[src/rtl/dds_sweep_ctrl.sv]
// Frequency-sweep sequencer feeding the phase-increment stream of a DDS.
// Steps start->stop with a programmable dwell; single, sawtooth-loop and up/down triangle modes.
module dds_sweep_ctrl #(
  parameter int G_DIN_WIDTH   = 24,
  parameter int G_DWELL_WIDTH = 16
) (
  input  logic                     clk,
  input  logic                     reset,
  input  logic                     start,
  input  logic                     abort,
  input  logic [1:0]               mode,
  input  logic [G_DIN_WIDTH-1:0]   start_freq,
  input  logic [G_DIN_WIDTH-1:0]   stop_freq,
  input  logic [G_DIN_WIDTH-1:0]   step,
  input  logic [G_DWELL_WIDTH-1:0] dwell,
  output logic                     dds_enable,
  output logic [G_DIN_WIDTH-1:0]   dds_din,
  output logic                     dds_din_valid,
  input  logic                     dds_din_ready,
  output logic                     busy,
  output logic                     done
);
  localparam int W = G_DIN_WIDTH;
  localparam logic [0:0] ST_IDLE = 1'b0;
  localparam logic [0:0] ST_RUN  = 1'b1;
  localparam logic [1:0] MODE_LOOP = 2'd1;
  localparam logic [1:0] MODE_UPDN = 2'd2;
  localparam logic signed [W:0] S_ZERO = '0;
  localparam logic [G_DWELL_WIDTH-1:0] DWELL_ONE = {{(G_DWELL_WIDTH-1){1'b0}}, 1'b1};

  logic [0:0]               state_r;
  logic [W-1:0]             cur_r;
  logic [W-1:0]             start_cfg_r;
  logic [W-1:0]             stop_cfg_r;
  logic [W-1:0]             step_cfg_r;
  logic [1:0]               mode_cfg_r;
  logic [G_DWELL_WIDTH-1:0] dwell_last_r;
  logic [G_DWELL_WIDTH-1:0] dwell_cnt_r;
  logic                     dir_r;   // 0: leg heads to stop_freq, 1: back to start_freq
  logic                     done_r;

  logic signed [W:0] cur_ext_s;
  logic signed [W:0] step_cur_s;
  logic signed [W:0] leg_end_s;
  logic signed [W:0] turn_end_s;
  logic signed [W:0] nxt_s;
  logic signed [W:0] turn_s;
  logic              xfer_s;
  logic              dwell_end_s;
  logic              seg_end_s;
  logic              turn_ok_s;

  function automatic logic signed [W:0] sext(input logic [W-1:0] v);
    sext = $signed({v[W-1], v});
  endfunction

  assign xfer_s      = (state_r == ST_RUN) && dds_din_ready;
  assign dwell_end_s = (dwell_cnt_r == dwell_last_r);

  // Next value, leg-end test and turning value, all one bit wider so nothing wraps.
  always_comb begin
    cur_ext_s = sext(cur_r);
    if (dir_r) begin
      step_cur_s = -sext(step_cfg_r);
      leg_end_s  = sext(start_cfg_r);
      turn_end_s = sext(stop_cfg_r);
    end else begin
      step_cur_s = sext(step_cfg_r);
      leg_end_s  = sext(stop_cfg_r);
      turn_end_s = sext(start_cfg_r);
    end
    nxt_s  = cur_ext_s + step_cur_s;
    turn_s = cur_ext_s - step_cur_s;
    if (step_cur_s > S_ZERO) begin
      seg_end_s = (nxt_s > leg_end_s);
      turn_ok_s = (turn_s >= turn_end_s);
    end else if (step_cur_s < S_ZERO) begin
      seg_end_s = (nxt_s < leg_end_s);
      turn_ok_s = (turn_s <= turn_end_s);
    end else begin
      seg_end_s = (start_cfg_r == stop_cfg_r);
      turn_ok_s = 1'b1;
    end
  end

  // Sweep state, configuration capture and value stepping; a one-value leg holds at the turn.
  always_ff @(posedge clk) begin
    if (!reset) begin
      state_r      <= ST_IDLE;
      cur_r        <= '0;
      start_cfg_r  <= '0;
      stop_cfg_r   <= '0;
      step_cfg_r   <= '0;
      mode_cfg_r   <= 2'd0;
      dwell_last_r <= '0;
      dwell_cnt_r  <= '0;
      dir_r        <= 1'b0;
      done_r       <= 1'b0;
    end else begin
      done_r <= 1'b0;
      if (abort) begin
        state_r <= ST_IDLE;
      end else if (state_r == ST_IDLE) begin
        if (start) begin
          state_r      <= ST_RUN;
          start_cfg_r  <= start_freq;
          stop_cfg_r   <= stop_freq;
          step_cfg_r   <= step;
          mode_cfg_r   <= mode;
          dwell_last_r <= (dwell == '0) ? '0 : (dwell - DWELL_ONE);
          cur_r        <= start_freq;
          dwell_cnt_r  <= '0;
          dir_r        <= 1'b0;
        end
      end else if (xfer_s) begin
        if (!dwell_end_s) begin
          dwell_cnt_r <= dwell_cnt_r + DWELL_ONE;
        end else begin
          dwell_cnt_r <= '0;
          if (!seg_end_s) begin
            cur_r <= nxt_s[W-1:0];
          end else begin
            case (mode_cfg_r)
              MODE_LOOP: cur_r <= start_cfg_r;
              MODE_UPDN: begin
                dir_r <= ~dir_r;
                if (turn_ok_s) begin
                  cur_r <= turn_s[W-1:0];
                end
              end
              default: begin
                state_r <= ST_IDLE;
                done_r  <= 1'b1;
              end
            endcase
          end
        end
      end
    end
  end

  assign dds_enable    = (state_r == ST_RUN);
  assign dds_din_valid = (state_r == ST_RUN);
  assign busy          = (state_r == ST_RUN);
  assign dds_din       = cur_r;
  assign done          = done_r;

endmodule

[config.mk]
export PLATFORM = sky130hd
export DESIGN_NAME = dds_sweep_ctrl
export DESIGN_NICKNAME = d
export VERILOG_FILES = /design/src/rtl/dds_sweep_ctrl.sv
export SDC_FILE = /design/constraint.sdc
export NUM_CORES = 1
export LEC_CHECK = 0
export ABC_AREA = 1
export BUFFER_PORTS_ARGS = -buffer_cell sky130_fd_sc_hd__buf_2
export CORE_MARGIN = 5
export CORE_UTILIZATION = 50
export CTS_CLUSTER_DIAMETER = 50
export CTS_CLUSTER_SIZE = 24
export DETAILED_ROUTE_END_ITERATION = 6
export GPL_TIMING_DRIVEN = 0
export MAX_ROUTING_LAYER = met4
export PLACE_DENSITY = 0.72
export SYNTH_ARGS = -nofsm -noshare
export SYNTH_HDL_FRONTEND = slang
export SYNTH_SLANG_ARGS = --single-unit
[constraint.sdc]
create_clock -name clk -period 8.1 [get_ports clk]
set_clock_uncertainty 0.15 [all_clocks]
set_input_delay 0.81 -clock clk [delete_from_list [all_inputs] [get_ports clk]]
set_output_delay 0.81 -clock clk [all_outputs]
set_load 0.01 [all_outputs]
Word level (Yosys, flattened, before mapping). Cells that the tools add are included.

Bits in registers: 133. Input port bits: 95. Output and inout port bits: 28.

Add/subtract/negate cells: 5. Magnitude comparators: 6. Eq/ne operators: 10. Muxes and demuxes: 32. Bitwise gates (word level): 7. Reduce and logical (&&, ||, !) cells: 10.

Operators by type and width (count): two-way mux 24 bit (6); two-way mux 16 bit (5); two-way mux 25 bit (3); one-hot mux 24 bit (2 select lines) (1); adder 24 x 25 -> 25 bit (1); >= comparator 25 bit (1); > comparator 25 x 1 -> 1 bit (second input constant) (1); > comparator 25 bit (1); less-or-equal comparator 25 bit (1); < comparator 25 x 1 -> 1 bit (second input constant) (1); < comparator 25 bit (1); negation 24 -> 25 bit (1); subtractor 24 x 25 -> 25 bit (1); == test 24 bit (1); two-way mux 1 bit (17); adder 16 x 1 -> 16 bit (second input constant) (1); == test 16 bit (1); logical NOT 16 bit (1); subtractor 16 x 1 -> 16 bit (second input constant) (1); AND reduction 6 bit (2); inequality test 2 x 1 -> 1 bit (second input constant) (4); NOT 1 bit (7); AND reduction 3 bit (2); OR reduction 6 bit (1); 7 further kinds (8).

Depth between registers and ports, before layout. Gate-level depths: netlist of run 1.

Word-level depth: 12. Mapped depth: 44. Depth with buffers taken out: 43.

Least setup slack after synthesis of run 1. No wires, ideal clock.

Path type: register to register. Start point: reg step_cfg_r[0]. End point: reg cur_r[1] (netlist: dds_din[1]). Arrival: 4413 ps. Path slack: 3424 ps. Cell stages (with the launch flop): 40. Buffers on the path: 3. Clock period less this slack: 4676 ps. Cells stage by stage: dfxtp_1 > inv_1 > ha_1 > nand2_2 > nor2_4 > nand3_2 > nand2_2 > nand2_1 > nand2_2 > inv_1 > ha_1 > clkbuf_1 > nand2_1 > o21ai_0 > inv_1 > nor2_1 > nor2_1 > nand3_1 > [... 4 more ...] > ha_1 > nand2_1 > nor2_1 > nand4_1 > nor3_1 > nand2_1 > nand2_1 > nand2_1 > nand3_1 > nand3_4 > nand3_4 > inv_4 > buf_8 > buf_12 > nand2_1 > nand3_1 > nor2_1 > nor2_1.

Word-level cells in the longest chain between the ends: 10. Elaborated cells on any way between the ends: 23. Classes of those cells: add/sub (3); order compare (6); eq/ne (2); mux (11); reduce/logical (1).

RTL lines: from (decl) (RTL line 35) `logic [W-1:0] step_cfg_r;`; from (signal assigned) (RTL line 108) `step_cfg_r <= step;`; negation 24 -> 25 bit (RTL line 64) `step_cur_s = -sext(step_cfg_r);`; two-way mux 25 bit (*) (RTL line 63) `if (dir_r) begin`; adder 24 x 25 -> 25 bit (RTL line 72) `nxt_s = cur_ext_s + step_cur_s;`; < comparator 25 bit (RTL line 78) `seg_end_s = (nxt_s < leg_end_s);`; two-way mux 1 bit (RTL line 77) `end else if (step_cur_s < S_ZERO) begin`; two-way mux 1 bit (RTL line 74) `if (step_cur_s > S_ZERO) begin`; two-way mux 24 bit (RTL line 120) `if (!seg_end_s) begin`; two-way mux 24 bit (RTL line 116) `if (!dwell_end_s) begin`; two-way mux 24 bit (RTL line 115) `end else if (xfer_s) begin`; two-way mux 24 bit (RTL line 103) `end else if (state_r == ST_IDLE) begin`; to (signal assigned) (RTL line 111) `cur_r <= start_freq;`; to (signal assigned) (RTL line 121) `cur_r <= nxt_s[W-1:0];`; to (signal assigned) (RTL line 124) `MODE_LOOP: cur_r <= start_cfg_r;`; to (decl) (RTL line 32) `logic [W-1:0] cur_r;`.

Mark *: on every way between the ends. The rest lies on a longest branch, timed or not. The select of a mux whose other input is x is not followed. A chain may end at the register's enable or synchronous reset.

Final worst setup path of run 1.
Start point: reg dir_r. End point: reg cur_r[15] (netlist: dds_din[15]).

Word-level cells in the longest chain between the ends: 9. Elaborated cells on any way between the ends: 24. Classes of those cells: add/sub (2); order compare (6); eq/ne (2); mux (13); reduce/logical (1).

RTL lines: from (decl) (RTL line 39) `logic dir_r;`; from (signal assigned) (RTL line 126) `dir_r <= ~dir_r;`; two-way mux 25 bit (RTL line 63); adder 24 x 25 -> 25 bit (RTL line 72); < comparator 25 bit (RTL line 78); two-way mux 1 bit (RTL line 77); two-way mux 1 bit (RTL line 74); two-way mux 24 bit (RTL line 120); two-way mux 24 bit (RTL line 116); two-way mux 24 bit (RTL line 115); two-way mux 24 bit (RTL line 103).

Several ways; a longest one is shown, not always the timed one. The select of a mux whose other input is x is not followed.

==> flow_metrics.env, run 1 <==
export IMPL_outcome="completed"
export IMPL_final_cells=2341
export IMPL_postCtsHoldBufs=0
export IMPL_worstPathRequired_ns=8.28
export IMPL_die_x_um=163
export IMPL_coreArea_mm2=0.0228
export IMPL_antennaDiodeCount=0
export IMPL_grt_usage_pct=33.9
export IMPL_whs_path_depth=2
export IMPL_placed_cells=2309
export IMPL_leakage_nw=6.31
export IMPL_place_hpwl_mm=35.7
export IMPL_ant_nets=0
export IMPL_peakVddDrop_uv=124
export IMPL_worstPathMaxFanout=10
export IMPL_dpl_cell_area_mm2=0.0126
export IMPL_yosysSeqAreaShare_pct=22.9
export IMPL_grt_pass1_vias=12300
export IMPL_via_per_inst=5.50
export IMPL_ys_ff_latch=133
export IMPL_die_area_mm2=0.0264
export IMPL_netlist_area_mm2=0.0116
export IMPL_drive_above_1_share_pct=10.4
export IMPL_cts_resized=0
export IMPL_wirelength_mm=44.0
export IMPL_synth_warnings=0
export IMPL_worst_path_stages=39
export IMPL_whs_ns=0.318
export IMPL_clk_pin_slew_worst_paths_ns=0.07
export IMPL_cpLargestDelayFamily="simple AND/OR/NAND/NOR gates"
export IMPL_cts_setup_buffers=0
export IMPL_rr_worst_depth=39
export IMPL_slew_headroom_pct=29.4
export IMPL_finalMaxSlewViolations=0
export IMPL_critPathArrivalTime_ns=6.99
export IMPL_via_count=12900
export IMPL_fmax_mhz=147
export IMPL_totalPowerFinal_mw=2.98
export IMPL_hold_path_class="flip-flop to flip-flop"
export IMPL_fin_crit_sh_pct=84.0
export IMPL_wl_met2_mm=20.6
export IMPL_power_density_mw_per_mm2=225
export IMPL_cts_path_max_buffers=2
export IMPL_dp_slack_ns=1.52
export IMPL_layout_nets=2209
export IMPL_grt_pass1_wl_mm=67.3
export IMPL_clk_latency_ns=0.45
export IMPL_wl_met3_mm=2.93
export IMPL_rows=55
export IMPL_syn_inst=1875
export IMPL_worstSetupPathType="flip-flop to flip-flop"
export IMPL_highest_layer="met4"
export IMPL_rsz0062_at_grt="no"
export IMPL_drv_cap=0
export IMPL_htreeDepth=4
export IMPL_synth_ff_type="dfxtp_1"
export IMPL_areaGrowthSynthToFinish_pct=13.7
export IMPL_synth_area_per_cell_um2=6.20
export IMPL_synth_edf_count=0
export IMPL_cts_buffers=17
export IMPL_startpoint_type="flip-flop"
export IMPL_design_area_mm2=0.0132
export IMPL_cts_tree="done"
export IMPL_drt_iter0_drc=1253
export IMPL_async_flop_share_pct=0
export IMPL_gp_congestion=0.996
export IMPL_crit_slowest_cell="clkbuf_1"
export IMPL_ys_types=52
export IMPL_io_pins=123
export IMPL_critical_path_max_stage_delay_ns=0.70
export IMPL_tightest_slew_ns=1.05
export IMPL_setup_tns_final_ns=0
export IMPL_die_h_um=163
export IMPL_floorplan_initialDensity_pct=51.1
export IMPL_post_route_drc_count=0
export IMPL_cp_common_cell="nand2_1"
export IMPL_path_buf_inv=6
export IMPL_cp_end_kind="flip-flop"
export IMPL_portBuffers=121
export IMPL_antenna_found_initial=0
export IMPL_overflow=0
export IMPL_hold_violations=0
export IMPL_fin_ws_ns=1.29
export IMPL_grt_max_degree=17
export IMPL_period_minus_slack_ns=6.81
export IMPL_fin_util_pct=58.1
export IMPL_clock_sinks=133
export IMPL_finalSetupViolCount=0
export IMPL_dr_pass1_iters=6
export IMPL_met1Wirelength_mm=18.2
export IMPL_cts_root_buf="clkbuf_16"
export IMPL_wire_per_inst_um=18.8
export IMPL_syn_nets=2069
[worst min-delay path: stages, from the launching register on]
cell     delay, ns
dfxtp_1       0.30
inv_1         0.06
a21oi_1       0.06
[routing by layer]
layer	up-vias	global-route usage, %
li1	6364	-
met1	5896	41.1
met3	118	4.40
met4	0	15.6
met5	-	-
met2	508	56.3
[layout make-up]
cell class | instances | area [um2]
clock inverter | 14 | 158
timing repair buffer | 121 | 606
fill | 2342 | 9550
buffer | 82 | 397
tap | 313 | 392
inverter | 207 | 779
sequential | 133 | 2660
clock buffer | 18 | 439
multi-input combinational | 1453 | 7790
[Yosys cell counts, drive strengths merged (3+ instances only)]
master  instances  area [um2]
nor4            7        43.8
a21oi         138         691
ha             97        1210
o21ai         178         891
xnor2          40         350
a211oi          5        37.5
nand3b          3        22.5
nand4          26         163
a21o            4        30.0
dfxtp         133        2660
nand2         472        1850
inv           205         772
xor2           52         455
o21bai          4        30.0
nand3         130         686
nor3b           3        22.5
o21a            6        45.0
buf            22         171
o31ai           5        37.5
nor3           27         135
clkbuf         60         225
nor2          237         920
[logic make-up after synthesis]
kind of cell	synth area share, %
compound gates	15.9
xor+xnor	6.93
fa+ha+maj	10.8
buf+inv	10.1
flops	22.9
simple gates	33.4
[power breakdown]
| group | total, mW | switching (mW) | internal, mW | leakage [nW] |
|---|---|---|---|---|
| clock network | 0.831 | 0.384 | 0.447 | 0.285 |
| registers | 0.747 | 0.0502 | 0.697 | 1.09 |
| logic | 1.40 | 0.940 | 0.463 | 4.93 |
[path summary, 6_finish.rpt]
path	start	end	slack, ns
worst min-delay path	mode_cfg_r[0]	mode_cfg_r[0]	0.32
worst max register to register	dir_r	dds_din[15]	1.29
worst max-delay path	dir_r	dds_din[15]	1.29
worst min register to register	mode_cfg_r[0]	mode_cfg_r[0]	0.32
[registers in the layout, indices dropped and copies added (netlist names)]
| name | cells |
|---|---|
| dds_din | 24 |
| dwell_last_r | 16 |
| step_cfg_r | 24 |
| dir_r | 1 |
| busy | 1 |
| stop_cfg_r | 24 |
| start_cfg_r | 24 |
| done | 1 |
| mode_cfg_r | 2 |
| dwell_cnt_r | 16 |
[layout by cell type, fill, tap and decap left out, drive strengths merged, types with 4 or more instances in the layout]
master	Yosys	layout
o21ai	178	178
xnor2	40	40
o21bai	4	4
nor3	27	27
nand4	26	26
a21o	4	4
nand3	130	130
o21a	6	6
a21oi	138	138
nor2	237	237
inv	205	214
dfxtp	133	133
ha	97	97
nor4	7	7
buf	22	143
a211oi	5	5
nand2	472	472
o31ai	5	5
xor2	52	52
clkbuf	60	78
(Power assumes the default switching activity.)
==> inputs of run 2 (changes only) <==
PLACE_DENSITY = 0.74   (was 0.72)
clock period = 5.8 ns   (was 8.1 ns; I/O delays follow)
==> run 2 against run 1 <==
Register-to-register slack got worse by 1.0 ns. Final area up 2.9%. Global-route usage down 0.15 points. Flip-flop and latch count is the same. Clock power grew 47%. First-iteration DRC count grew 20%. Sequential share of layout area fell by 0.55 points. Die area is the same. Sequential power rose by 39%. Maximum frequency is 23% higher. Critical path depth decreased by 2. Power increased by 46%. Highest routed layer unchanged.
==> flow_metrics.env, run 2 (synthesized netlist as in run 1, its figures left out) <==
export IMPL_critPathLaunch="dir_r"
export IMPL_worstSetupPathType="flip-flop to flip-flop"
export IMPL_grt_pass1_wl_mm=66.8
export IMPL_design_area_mm2=0.0136
export IMPL_via_count=13200
export IMPL_grt_pass1_vias=12300
export IMPL_cts_root_buf="clkbuf_16"
export IMPL_die_area_mm2=0.0264
export IMPL_drive_above_1_share_pct=14.0
export IMPL_floorplan_initialDensity_pct=51.1
export IMPL_post_route_drc_count=0
export IMPL_power_density_mw_per_mm2=320
export IMPL_peakVddDrop_uv=173
export IMPL_grt_max_degree=17
export IMPL_portBuffers=121
export IMPL_tightest_slew_ns=0.996
export IMPL_worst_path_stages=37
export IMPL_fin_crit_sh_pct=95.6
export IMPL_areaGrowthSynthToFinish_pct=17.0
export IMPL_final_common_cell="nand2_1"
export IMPL_antenna_found_initial=1
export IMPL_via_per_inst=5.65
export IMPL_slew_headroom_pct=32.9
export IMPL_rr_worst_depth=37
export IMPL_coreArea_mm2=0.0228
export IMPL_die_h_um=163
export IMPL_drt_iter0_drc=1504
export IMPL_critPathArrivalTime_ns=5.73
export IMPL_gp_congestion=1.05
export IMPL_finalMaxSlewViolations=0
export IMPL_fillerInstances=2325
export IMPL_p_switching_mw=2.01
export IMPL_finalSetupViolCount=0
export IMPL_reg2reg_from="dir_r"
export IMPL_clock_sinks=133
export IMPL_hold_path_class="input port to flip-flop"
export IMPL_fmax_mhz=180
export IMPL_io_pins=123
export IMPL_period_minus_slack_ns=5.55
export IMPL_wire_per_inst_um=19.1
export IMPL_drv_cap=0
export IMPL_layout_nets=2209
export IMPL_wirelength_mm=44.7
export IMPL_path_buf_inv=6
export IMPL_cp_end_kind="flip-flop"
export IMPL_dr_pass1_iters=5
export IMPL_swShare_pct=46.1
export IMPL_pwr_share_seq_pct=24.0
export IMPL_worstPathRequired_ns=5.98
export IMPL_clk_pin_slew_worst_paths_ns=0.07
export IMPL_grt_usage_pct=33.8
export IMPL_startpoint_type="flip-flop"
export IMPL_cts_buffers=17
export IMPL_min_from="abort"
export IMPL_leakage_nw=6.43
export IMPL_mostFrequentLayoutCells="446 x nand2_1, 209 x nor2_1, 198 x inv_1"
export IMPL_cts_path_max_buffers=2
export IMPL_cp_common_cell="nand2_1"
export IMPL_overflow=0
export IMPL_place_hpwl_mm=35.7
export IMPL_die_x_um=163
export IMPL_dpl_cell_area_mm2=0.0126
export IMPL_cpLargestDelayFamily="simple AND/OR/NAND/NOR gates"
export IMPL_rows=55
export IMPL_outcome="completed"
export IMPL_cts_tree="done"
export IMPL_p_int_mw=2.35
export IMPL_htreeDepth=4
export IMPL_comb_power_share_pct=48.0
export IMPL_worstPathMaxFanout=10
export IMPL_clk_latency_ns=0.45
export IMPL_totalPowerFinal_mw=4.36
export IMPL_ant_nets=0
export IMPL_p_clk_share_pct=28.0
export IMPL_setup_tns_final_ns=0
export IMPL_whs_path_depth=2
export IMPL_hold_violations=0
export IMPL_critical_path_max_stage_delay_ns=0.41
export IMPL_crit_slowest_cell="dfxtp_2"
export IMPL_rsz0062_at_grt="yes"
-- run 2: cell types whose count changed in the layout (fill, tap and decap cells not counted), sizes merged --
cell	delta
diode	+1
inv	-1
clkinvlp	-2
buf	+13
clkbuf	-14
bufinv	+1
clkinv	+3
-- run 2: layout make-up --
cell class / count / area [um2] / share of cell area [%]
Antenna cell: 1 / 2.50 / 0.0184
Buffer: 70 / 382 / 2.81
Clock buffer: 17 / 425 / 3.13
Clock inverter: 15 / 208 / 1.53
Inverter: 207 / 781 / 5.74
Multi-Input combinational cell: 1453 / 8060 / 59.2
Sequential cell: 133 / 2660 / 19.6
Tap cell: 313 / 392 / 2.88
Timing Repair Buffer: 133 / 696 / 5.11
-- run 2: stage by stage --
| stage | util (%) | cells | hold WS [ns] | setup WS (ns) |
|---|---|---|---|---|
| 2_1_floorplan | - | 1875 | 0.285 | 1.12 |
| 3_3_place_gp | 55.4 | 2309 | 0.301 | -1.15 |
| 3_5_place_dp | 55.4 | 2309 | 0.313 | -1.17 |
| 4_1_cts | 58.5 | 2335 | 0.199 | 0.0272 |
| 5_1_grt | 59.7 | 2342 | 0.211 | -0.0445 |
| 6_report | 59.7 | 2342 | 0.203 | 0.254 |
-- run 2: power groups by stage --
| stage | registers, mW | clock network, mW | logic (mW) |
|---|---|---|---|
| 3_3_place_gp | 1.06 | 0 | 1.91 |
| 4_1_cts | 1.04 | 1.22 | 1.97 |
| 3_5_place_dp | 1.06 | 0 | 1.93 |
| 2_1_floorplan | 1.05 | 0 | 1.34 |
| 6_report | 1.04 | 1.22 | 2.09 |
| 5_1_grt | 1.05 | 1.26 | 2.30 |
-- run 2: per-layer routing --
layer | up-vias | share of wire [%] | routed length (um) | GRT usage, %
met4 | 0 | 4.7 | 2090 | 14.0
li1 | 6372 | - | - | -
met1 | 6123 | 42 | 18800 | 42.2
met2 | 611 | 44 | 19800 | 53.0
met3 | 135 | 8.9 | 3990 | 7.26
met5 | - | 0 | 0 | -
-- run 2: worst register-to-register path: cells and delay by family (launching register included) --
| kind | cells | cell delay, ns |
|---|---|---|
| AO/OA/AOI/OAI | 3 | 0.50 |
| adder cells (fa/ha/maj) | 2 | 0.69 |
| buffers and inverters | 6 | 1.03 |
| flip-flops | 1 | 0.41 |
| AND/OR/NAND/NOR | 26 | 2.66 |
-- run 2: path summary, 6_finish.rpt --
| path | end | slack [ns] |
|---|---|---|
| max | dds_din[9] | 0.25 |
| min | done | 0.20 |
| max reg2reg | dds_din[9] | 0.25 |
| min reg2reg | mode_cfg_r[0] | 0.33 |
-- run 2: timing repair --
| item | CTS | global route |
|---|---|---|
| pin swaps | 1 | 14 |
| setup buffers | 1 | 11 |
| gates resized for setup | 30 | 56 |
| setup endpoints to repair | 27 | 26 |
| hold buffers | 0 | 0 |
